**src/rtl/uart_tx_feeder.sv**
```systemverilog
// uart_tx_feeder: small FIFO in front of a UART transmitter.
// Words written by the producer are queued. Each word is presented on tx_data
// with a one-cycle tx_load strobe. tx_enable is held for the whole frame, and
// a short low gap follows so the UART returns to IDLE before the next word.
//
// state | meaning
// ------+------------------------------------------------------------------
// IDLE  | waiting for a queued word; tx_enable low
// LOAD  | head word latched on tx_data; tx_load/tx_enable strobe next edge
// SEND  | frame in flight; tx_enable held for FRAME_CYCLES cycles
// GAP   | tx_enable low for GAP_CYCLES cycles before the next word
//
// tx_enable and tx_load are registered from the current state, so they lag
// the state by one cycle. A word accepted into an empty FIFO therefore
// appears on tx_load two edges after the write.

module uart_tx_feeder #(
    parameter int DATA_W       = 9,
    parameter int DEPTH        = 4,
    parameter int FRAME_CYCLES = 14,
    parameter int GAP_CYCLES   = 2
) (
    input  logic                     txclk,
    input  logic                     reset,
    input  logic                     wr_valid,
    input  logic [DATA_W-1:0]        wr_data,
    output logic                     wr_ready,
    input  logic                     clr_ovf,
    output logic                     tx_enable,
    output logic                     tx_load,
    output logic [DATA_W-1:0]        tx_data,
    output logic [$clog2(DEPTH):0]   level,
    output logic                     busy,
    output logic                     ovf
);

    localparam int PTR_W   = (DEPTH > 1) ? $clog2(DEPTH) : 1;
    localparam int LVL_W   = $clog2(DEPTH) + 1;
    localparam int CNT_MAX = (FRAME_CYCLES > GAP_CYCLES) ? FRAME_CYCLES : GAP_CYCLES;
    localparam int CNT_W   = (CNT_MAX > 1) ? $clog2(CNT_MAX + 1) : 1;

    localparam logic [LVL_W-1:0] LVL_FULL   = LVL_W'(DEPTH);
    localparam logic [LVL_W-1:0] LVL_ONE    = LVL_W'(1);
    localparam logic [PTR_W-1:0] PTR_ONE    = PTR_W'(1);
    localparam logic [CNT_W-1:0] CNT_ONE    = CNT_W'(1);
    localparam logic [CNT_W-1:0] FRAME_LAST = CNT_W'(FRAME_CYCLES - 1);
    localparam logic [CNT_W-1:0] GAP_LAST   = CNT_W'(GAP_CYCLES - 1);

    typedef enum logic [1:0] {
        IDLE = 2'b00,
        LOAD = 2'b01,
        SEND = 2'b10,
        GAP  = 2'b11
    } state_t;

    state_t             state_q;
    state_t             state_d;
    logic [CNT_W-1:0]   cnt_q;
    logic [CNT_W-1:0]   cnt_d;
    logic               en_d;
    logic               load_d;
    logic               pop;
    logic               push;

    logic [DATA_W-1:0]  mem [DEPTH];
    logic [PTR_W-1:0]   wr_ptr;
    logic [PTR_W-1:0]   rd_ptr;

    // Full check looks only at the stored level, so a write is refused while
    // full even when the FSM pops on the same edge.
    assign wr_ready = (level < LVL_FULL);
    assign push     = wr_valid && wr_ready;
    assign busy     = (state_q != IDLE) || (level != '0);

    // FIFO storage; contents are don't-care once the pointers are reset.
    always_ff @(posedge txclk) begin
        if (push) begin
            mem[wr_ptr] <= wr_data;
        end
    end

    // Pointers and occupancy; pointers wrap naturally since DEPTH is a power of two.
    always_ff @(posedge txclk or negedge reset) begin
        if (!reset) begin
            wr_ptr <= '0;
            rd_ptr <= '0;
            level  <= '0;
        end else begin
            if (push) begin
                wr_ptr <= wr_ptr + PTR_ONE;
            end
            if (pop) begin
                rd_ptr <= rd_ptr + PTR_ONE;
            end
            case ({push, pop})
                2'b10:   level <= level + LVL_ONE;
                2'b01:   level <= level - LVL_ONE;
                default: level <= level;
            endcase
        end
    end

    // Sticky overflow flag; a new overflow wins over a clear on the same edge.
    always_ff @(posedge txclk or negedge reset) begin
        if (!reset) begin
            ovf <= 1'b0;
        end else if (wr_valid && !wr_ready) begin
            ovf <= 1'b1;
        end else if (clr_ovf) begin
            ovf <= 1'b0;
        end
    end

    // FSM state and cycle counter register.
    always_ff @(posedge txclk or negedge reset) begin
        if (!reset) begin
            state_q <= IDLE;
            cnt_q   <= '0;
        end else begin
            state_q <= state_d;
            cnt_q   <= cnt_d;
        end
    end

    // Next-state, counter and next-output decode.
    always_comb begin
        state_d = state_q;
        cnt_d   = cnt_q;
        en_d    = 1'b0;
        load_d  = 1'b0;
        pop     = 1'b0;
        case (state_q)
            IDLE: begin
                if (level != '0) begin
                    state_d = LOAD;
                    pop     = 1'b1;
                end
            end
            LOAD: begin
                en_d    = 1'b1;
                load_d  = 1'b1;
                cnt_d   = '0;
                state_d = SEND;
            end
            SEND: begin
                en_d = 1'b1;
                if (cnt_q == FRAME_LAST) begin
                    state_d = GAP;
                    cnt_d   = '0;
                end else begin
                    cnt_d = cnt_q + CNT_ONE;
                end
            end
            GAP: begin
                if (cnt_q == GAP_LAST) begin
                    state_d = IDLE;
                    cnt_d   = '0;
                end else begin
                    cnt_d = cnt_q + CNT_ONE;
                end
            end
            default: begin
                state_d = IDLE;
                cnt_d   = '0;
            end
        endcase
    end

    // Registered UART controls; tx_data only changes on the pop edge.
    always_ff @(posedge txclk or negedge reset) begin
        if (!reset) begin
            tx_enable <= 1'b0;
            tx_load   <= 1'b0;
            tx_data   <= '0;
        end else begin
            tx_enable <= en_d;
            tx_load   <= load_d;
            if (pop) begin
                tx_data <= mem[rd_ptr];
            end
        end
    end

endmodule

```
**config.mk**
```make
export PLATFORM = sky130hd
export DESIGN_NAME = uart_tx_feeder
export DESIGN_NICKNAME = d
export VERILOG_FILES = /design/src/rtl/uart_tx_feeder.sv
export SDC_FILE = /design/constraint.sdc
export NUM_CORES = 1
export LEC_CHECK = 0
export ABC_AREA = 0
export CAP_MARGIN = 20
export CORE_ASPECT_RATIO = 0.75
export CORE_UTILIZATION = 41
export CTS_CLUSTER_SIZE = 14
export DETAILED_ROUTE_END_ITERATION = 7
export DONT_BUFFER_PORTS = 1
export GPL_TIMING_DRIVEN = 1
export PLACE_DENSITY_LB_ADDON = 0.12
export SLEW_MARGIN = 40
export SYNTH_ARGS = -nofsm -noshare
export SYNTH_HDL_FRONTEND = slang
export SYNTH_SLANG_ARGS = --single-unit
```
**constraint.sdc**
```tcl
create_clock -name txclk -period 2.7 [get_ports txclk]
set_input_delay 0.27 -clock txclk [delete_from_list [all_inputs] [get_ports txclk]]
set_output_delay 0.27 -clock txclk [all_outputs]
set_load 0.05 [all_outputs]
```
**After elaboration in Yosys (flattened, before gate mapping)**

Memory sizes are Yosys's and may differ from the RTL's. A register that Yosys moved wholly into a read port is not among the register bits.
Index checks and enable logic that the tools add are counted.

- Register bits: 16
- Word-level logic and storage cells: 54
- RAM bits: 36
- Output and inout port bits: 17
- Memories: 1

- Multiplexer cells: 16
- Reduce and logical (&&, ||, !) cells: 13
- Equality and inequality tests: 10
- $add $sub $neg: 5
- Order comparisons: 1

Memories:

| name | words | width | rd ports | clocked after memory_dff | write ports | line | source |
|---|---|---|---|---|---|---|---|
| mem | 4 | 9 | 1 | 1 | 1 | 65 | `logic [DATA_W-1:0] mem [DEPTH];` |

Operators with widths:

| kind | number |
|---|---|
| $pmux 4 s3 | 1 |
| $mux 1 | 8 |
| $mux 4 | 2 |
| $pmux 2 s4 | 1 |
| $eq 2x2->1 const B | 3 |
| $mux 2 | 3 |
| $ne 2x2->1 const B | 3 |
| $pmux 3 s2 | 1 |
| $reduce_bool 2->1 | 3 |
| $reduce_bool 3->1 | 2 |
| $add 2x1->2 const B | 2 |
| $add 4x1->4 const B | 1 |
| $eq 2x1->1 const B | 2 |
| $eq 4x1->1 const B | 1 |
| $eq 4x4->1 const B | 1 |
| $add 3x1->3 const B | 1 |
| $lt 3x3->1 const B | 1 |
| $reduce_and 3->1 | 1 |
| $sub 3x1->3 const B | 1 |
| $logic_and 1x1->1 | 2 |
| $logic_not 1->1 | 2 |
| $logic_not 2->1 | 1 |
| $reduce_or 2->1 | 1 |
| $logic_or 1x1->1 | 1 |

**Longest topological paths before layout**

- Depth after elaboration: 5
- Depth in mapped cells: 12
- Depth with buffers taken out: 10

**Least setup slack after synthesis**

OpenSTA, ideal clock, no wires.

- Path type: register to register
- Start: register state_q[0]
- End: register level[2]
- Period minus slack after synthesis: 2.286 ns
- Required time: 2.561 ns
- Setup slack: 0.414 ns
- Cell stages (with the launch flop): 13
- Data arrival time: 2.146 ns
- Setup time: 0.139 ns
- Buffers on the path: 2
- Cells stage by stage: dfrtp_1 -> inv_1 -> ha_1 -> buf_4 -> o31ai_1 -> inv_1 -> clkbuf_1 -> ha_1 -> inv_1 -> fa_1 -> xor2_1 -> nor2_1 -> xnor2_1

- Word-level cells in the longest chain between the ends: 4

RTL lines:

| item | line | source |
|---|---|---|
| start: declaration | 56 | `state_t state_q;` |
| start signal: assignment | 120 | `state_q <= state_d;` |
| $logic_not 2->1 (*) | 132 | `case (state_q)` |
| $mux 1 (*) | 132 |  |
| net pop | 62 | `logic pop;` |
| $eq 2x1->1 or $eq 2x2->1 (tied branches) | 95 | `case ({push, pop})` |
| $pmux 3 s2 or $reduce_bool 2->1 (tied branches) | -- |  |
| end signal: assignment | 96 | `2'b10: level <= level + LVL_ONE;` |
| end signal: assignment | 97 | `2'b01: level <= level - LVL_ONE;` |
| end signal: assignment | 98 | `default: level <= level;` |
| end: declaration | 32 | `output logic [$clog2(DEPTH):0] level,` |

Mark *: on every way through the listed nets, which the timed path passes. The rest lies on a longest branch.
A chain may end at the register's enable or synchronous reset.

**Final worst setup path**

- Start: register state_q[1]
- End: output port busy

- Word-level cells in the longest chain between the ends: 2

RTL lines:

| item | line | source |
|---|---|---|
| $reduce_bool 2->1 | 73 | `assign busy = (state_q != IDLE) \|\| (level != '0);` |
| $logic_or 1x1->1 | 73 |  |
| end: declaration | 33 | `output logic busy,` |

Every way passes these cells.

==> tab_implementation.tex <==
\begin{tabular}{lr}
\hline
Metric & Value \\
\hline
\multicolumn{2}{l}{\textbf{Critical path}} \\
R2R setup slack & 0.45 ns \\
Worst reg2reg path endpoint & level[2] \\
Count of cell instances traversed by the critical path & 5 \\
Source of the critical timing path & state\_q[1] \\
Crit-path max cell delay & 0.58 ns \\
Worst path arrival time & 2.21 ns \\
Most frequent CP cell & sky130\_fd\_sc\_hd\_\_inv\_1 \\
Worst R2R Start & state\_q[1] \\
Crit path max-delay family & simple AND/OR/NAND/NOR gates \\
CP endpoint kind & output pin \\
Reg2reg path depth & 10 \\
Worst path slowest cell & sky130\_fd\_sc\_hd\_\_nor4b\_1 \\
Cells along the critical path & inv\_1 -> ha\_1 -> nor4b\_1 -> inv\_1 -> buf\_4 \\
Kind of start point of the critical path & register \\
Critical path fanouts, max & 9 \\
Capture point of the worst path & busy \\
Crit Path Category & register to output pin \\
Number of buffer and inverter instances along the worst setup path & 3 \\
Critical Path RT & 2.43 ns \\
\multicolumn{2}{l}{\textbf{Finish}} \\
Fraction of final layout cells with drive strength greater than 1 & 17.7\% \\
Area of the multi-input gates & 795 sq um \\
Sequential cell area & 1710 sq um \\
Synthesis-to-finish area growth & 16.5\% \\
Diode insertion count for antenna repair & 0 \\
Total of fill cells in the finished design & 508 \\
NumNets Final & 219 \\
\multicolumn{2}{l}{\textbf{Clock tree}} \\
Max clock buf depth & 2 \\
Number of buffers inserted during clock tree synthesis & 9 \\
Root buffer cell & sky130\_fd\_sc\_hd\_\_clkbuf\_8 \\
TritonCTS clock tree & done \\
Clock latency on the worst-skew pair & 0.33 ns \\
Clock sink count & 61 \\
H-tree lvl count & 3 \\
CTS clk-pin slew, worst paths & 0.07 ns \\
\multicolumn{2}{l}{\textbf{Global routing}} \\
Total GRT Usage & 15.5\% \\
Residual overflow from global routing & 0 \\
Maximum number of pins on one net before global-route repair & 26 \\
Vias in the first global route & 1479 \\
First-pass GRT wire length & 7310 microns \\
Antenna violations before repair & 0 \\
\multicolumn{2}{l}{\textbf{Synthesis}} \\
Synth unique cells & 34 \\
Combined area of all synthesized cells & 2580 sq um \\
Synthesized Nets & 202 \\
Synth area leader & sky130\_fd\_sc\_hd\_\_edfxtp\_1 \\
Number of synthesized flops with an enable pin & 36 \\
Number of warnings issued by yosys & 0 \\
Proportion of netlist area held by the largest area contributor & 41.9\% \\
Synth top area cells & sky130\_fd\_sc\_hd\_\_edfxtp\_1 42\%, sky130\_fd\_sc\_hd\_\_dfrtp\_1 24\%, sky130\_fd\_sc\_hd\_\_mux4\_2 7.9\% \\
Mean instance size in the synthesized netlist & 14.7 sq um \\
Async set-or-reset flop fraction in the synthesized netlist & 41.0\% \\
Number of storage elements in the synthesis netlist & 61 \\
Dominant synthesized flop cell & sky130\_fd\_sc\_hd\_\_edfxtp\_1 \\
Synthesized instance count & 176 \\
Fraction of the yosys area taken by sequential cells & 66.1\% \\
\multicolumn{2}{l}{\textbf{STA}} \\
Least-Margin Pin Slew & 0.646 ns \\
Final hold violation count & 0 \\
Max Freq & 403 MHz \\
Relative slew slack & 56.3\% \\
Total negative setup slack & 0 ns \\
Post-route clock period utilization & 91.9\% \\
Unrepaired setup endpoints after global routing & no \\
Final period demand of the worst path & 2.48 ns \\
Count of final max-slew check failures & 0 \\
Number of endpoints failing setup at the final stage & 0 \\
Clock skew after layout & 0.00459 ns \\
\multicolumn{2}{l}{\textbf{Die}} \\
Boundary Pins & 30 \\
Overall die width & 93.6 microns \\
Row cnt & 24 \\
Die outline height & 70.7 microns \\
Floorplan die area & 6620 sq um \\
Area of the core region & 5950 sq um \\
Starting density of the core & 43.4\% \\
\multicolumn{2}{l}{\textbf{Route}} \\
DRC violation count after routing & 0 \\
Initial detailed-routing violation count & 75 \\
Average routed wire per standard cell & 16.3 microns \\
Via density & 5.14 \\
Final Routed Wirelength & 4490 microns \\
Vias & 1418 \\
Number of detailed-routing iterations run before antenna repair & 4 \\
Number of antenna-violating nets in the routed design & 0 \\
\multicolumn{2}{l}{\textbf{Placement}} \\
GP Congestion & 0.783 \\
Port buffer count & 0 \\
Half-perimeter wire length after detailed placement & 3010 microns \\
\multicolumn{2}{l}{\textbf{Power and ir drop}} \\
Total Power & 3.86 mW \\
Maximum vdd ir drop & 0.424 mV \\
Leak & 1.19 nW \\
Total power density per cell area & 1280 nW/um\^{}2 \\
\multicolumn{2}{l}{\textbf{Hold path}} \\
Worst min-delay path class & primary input to register \\
Worst hold start & wr\_data[7] \\
\multicolumn{2}{l}{\textbf{Outcome}} \\
Status & completed \\
\multicolumn{2}{l}{\textbf{Flow run}} \\
Max\_cap viols & 0 \\
\hline
\end{tabular}
-- registers in the layout, indices dropped and copies added, names as in the netlist --
signal and cells:
level 3, tx_data 9, tx_enable 1, wr_ptr 2
rd_ptr 2, state_q 2, ovf 1, tx_load 1
cnt_q 4, mem 36
-- timing repair --
action	4_1_cts	5_1_grt
hold buffers	2	5
gates resized for setup	0	0
setup buffers	0	0
endpoints found under the hold margin	25	14
-- synthesized netlist by cell type, drive strengths merged (2+ instances only) --
cell type and instances:
and2 4, buf 2, clkbuf 4, dfrtp 25, edfxtp 36, ha 12, inv 14, mux4 9
nand2 33, nand3 2, nor2 3, nor2b 2, nor4 3, nor4b 2, o21ai 3, o31ai 2
xnor2 5
-- metrics by stage --
stage / util (%) / instances / hold slack, ns / setup slack, ns / instance area, sq um
final: 50.6 / 276 / 0.0338 / 0.219 / 3010
after global routing: 50.6 / 276 / 0.000452 / 0.0727 / 3010
after CTS: 49.7 / 271 / 0.00747 / 0.226 / 2960
after detailed placement: 45.2 / 253 / -0.0249 / 0.468 / 2690
after global placement: 45.2 / 253 / -0.0250 / 0.559 / 2690
after floorplan: - / 176 / -0.0256 / 0.414 / 2580
-- area by class of cell --
cell class,instances,share of cell area [%]
sequential,61,56.8
multi-input combinational,95,26.4
clock buffer,9,4.12
timing repair buffer,12,3.91
clock inverter,7,3.79
tap,78,3.25
inverter,14,1.75
-- routing by layer --
| metal | up-vias | track usage (%) | share of wire (%) |
|---|---|---|---|
| met5 | - | 0 | 0 |
| met4 | 0 | 5.13 | 1.1 |
| met3 | 7 | 8.17 | 5.7 |
| met2 | 40 | 24.7 | 49 |
| met1 | 713 | 18.2 | 44 |
| li1 | 658 | - | - |
-- worst min-delay path by stage --
stage,endpoint,cells past startpoint
finish,mem[0][7],0
global route,mem[2][4],0
CTS,mem[3][8],0
detailed placement,tx_data[5],0
global placement,tx_data[5],0
floorplan,cnt_q[0],0
-- worst reg2reg max path: stages, from the launching register on --
cell	delay, ns
sky130_fd_sc_hd__dfrtp_1	0.41
sky130_fd_sc_hd__inv_1	0.15
sky130_fd_sc_hd__ha_1	0.35
sky130_fd_sc_hd__o31ai_1	0.15
sky130_fd_sc_hd__inv_1	0.10
sky130_fd_sc_hd__ha_1	0.18
sky130_fd_sc_hd__inv_1	0.06
sky130_fd_sc_hd__fa_1	0.38
sky130_fd_sc_hd__xor2_1	0.15
sky130_fd_sc_hd__nor2_1	0.11
sky130_fd_sc_hd__xnor2_1	0.13
-- where the power goes --
part / internal (mW) / switching (mW)
clock network: 0.608 / 0.348
logic: 0.491 / 0.619
registers: 1.25 / 0.542
-- placed cells by master, fill, tap and decap left out, drive strengths merged --
cell type    netlist  final
dlygate4sd3        0      6
a211oi             1      1
ha                12     12
edfxtp            36     36
and4b              1      1
clkbuf             4      9
mux2               1      1
fa                 1      1
mux4               9      9
clkinvlp           0      2
or4                1      1
a2111oi            1      1
nor4b              2      2
xnor2              5      5
clkinv             0      2
or2                1      1
nor2               3      3
and2               4      4
or3                1      1
buf                2      6
nor4               3      3
nand3              2      2
o41ai              1      1
nor2b              2      2
or3b               1      1
bufinv             0      3
xor2               1      1
dfrtp             25     25
a22o               1      1
o21ai              3      3
a311o              1      1
nand4b             1      1
o31ai              2      2
nand4              1      1
inv               14     14
nand2             33     33
-- cells by family (layout without fill, tap and decap cells) --
family / count (synthesis) / after routing / share of synthesized area, %
xor+xnor: 6 / 6 / 2.04
flops: 61 / 61 / 66.1
mux: 10 / 10 / 8.29
buf+inv: 20 / 42 / 3.10
fa+ha+maj: 13 / 13 / 6.59
compound gates: 10 / 10 / 2.86
simple gates: 56 / 56 / 11.0
(Power assumes the default switching activity.)
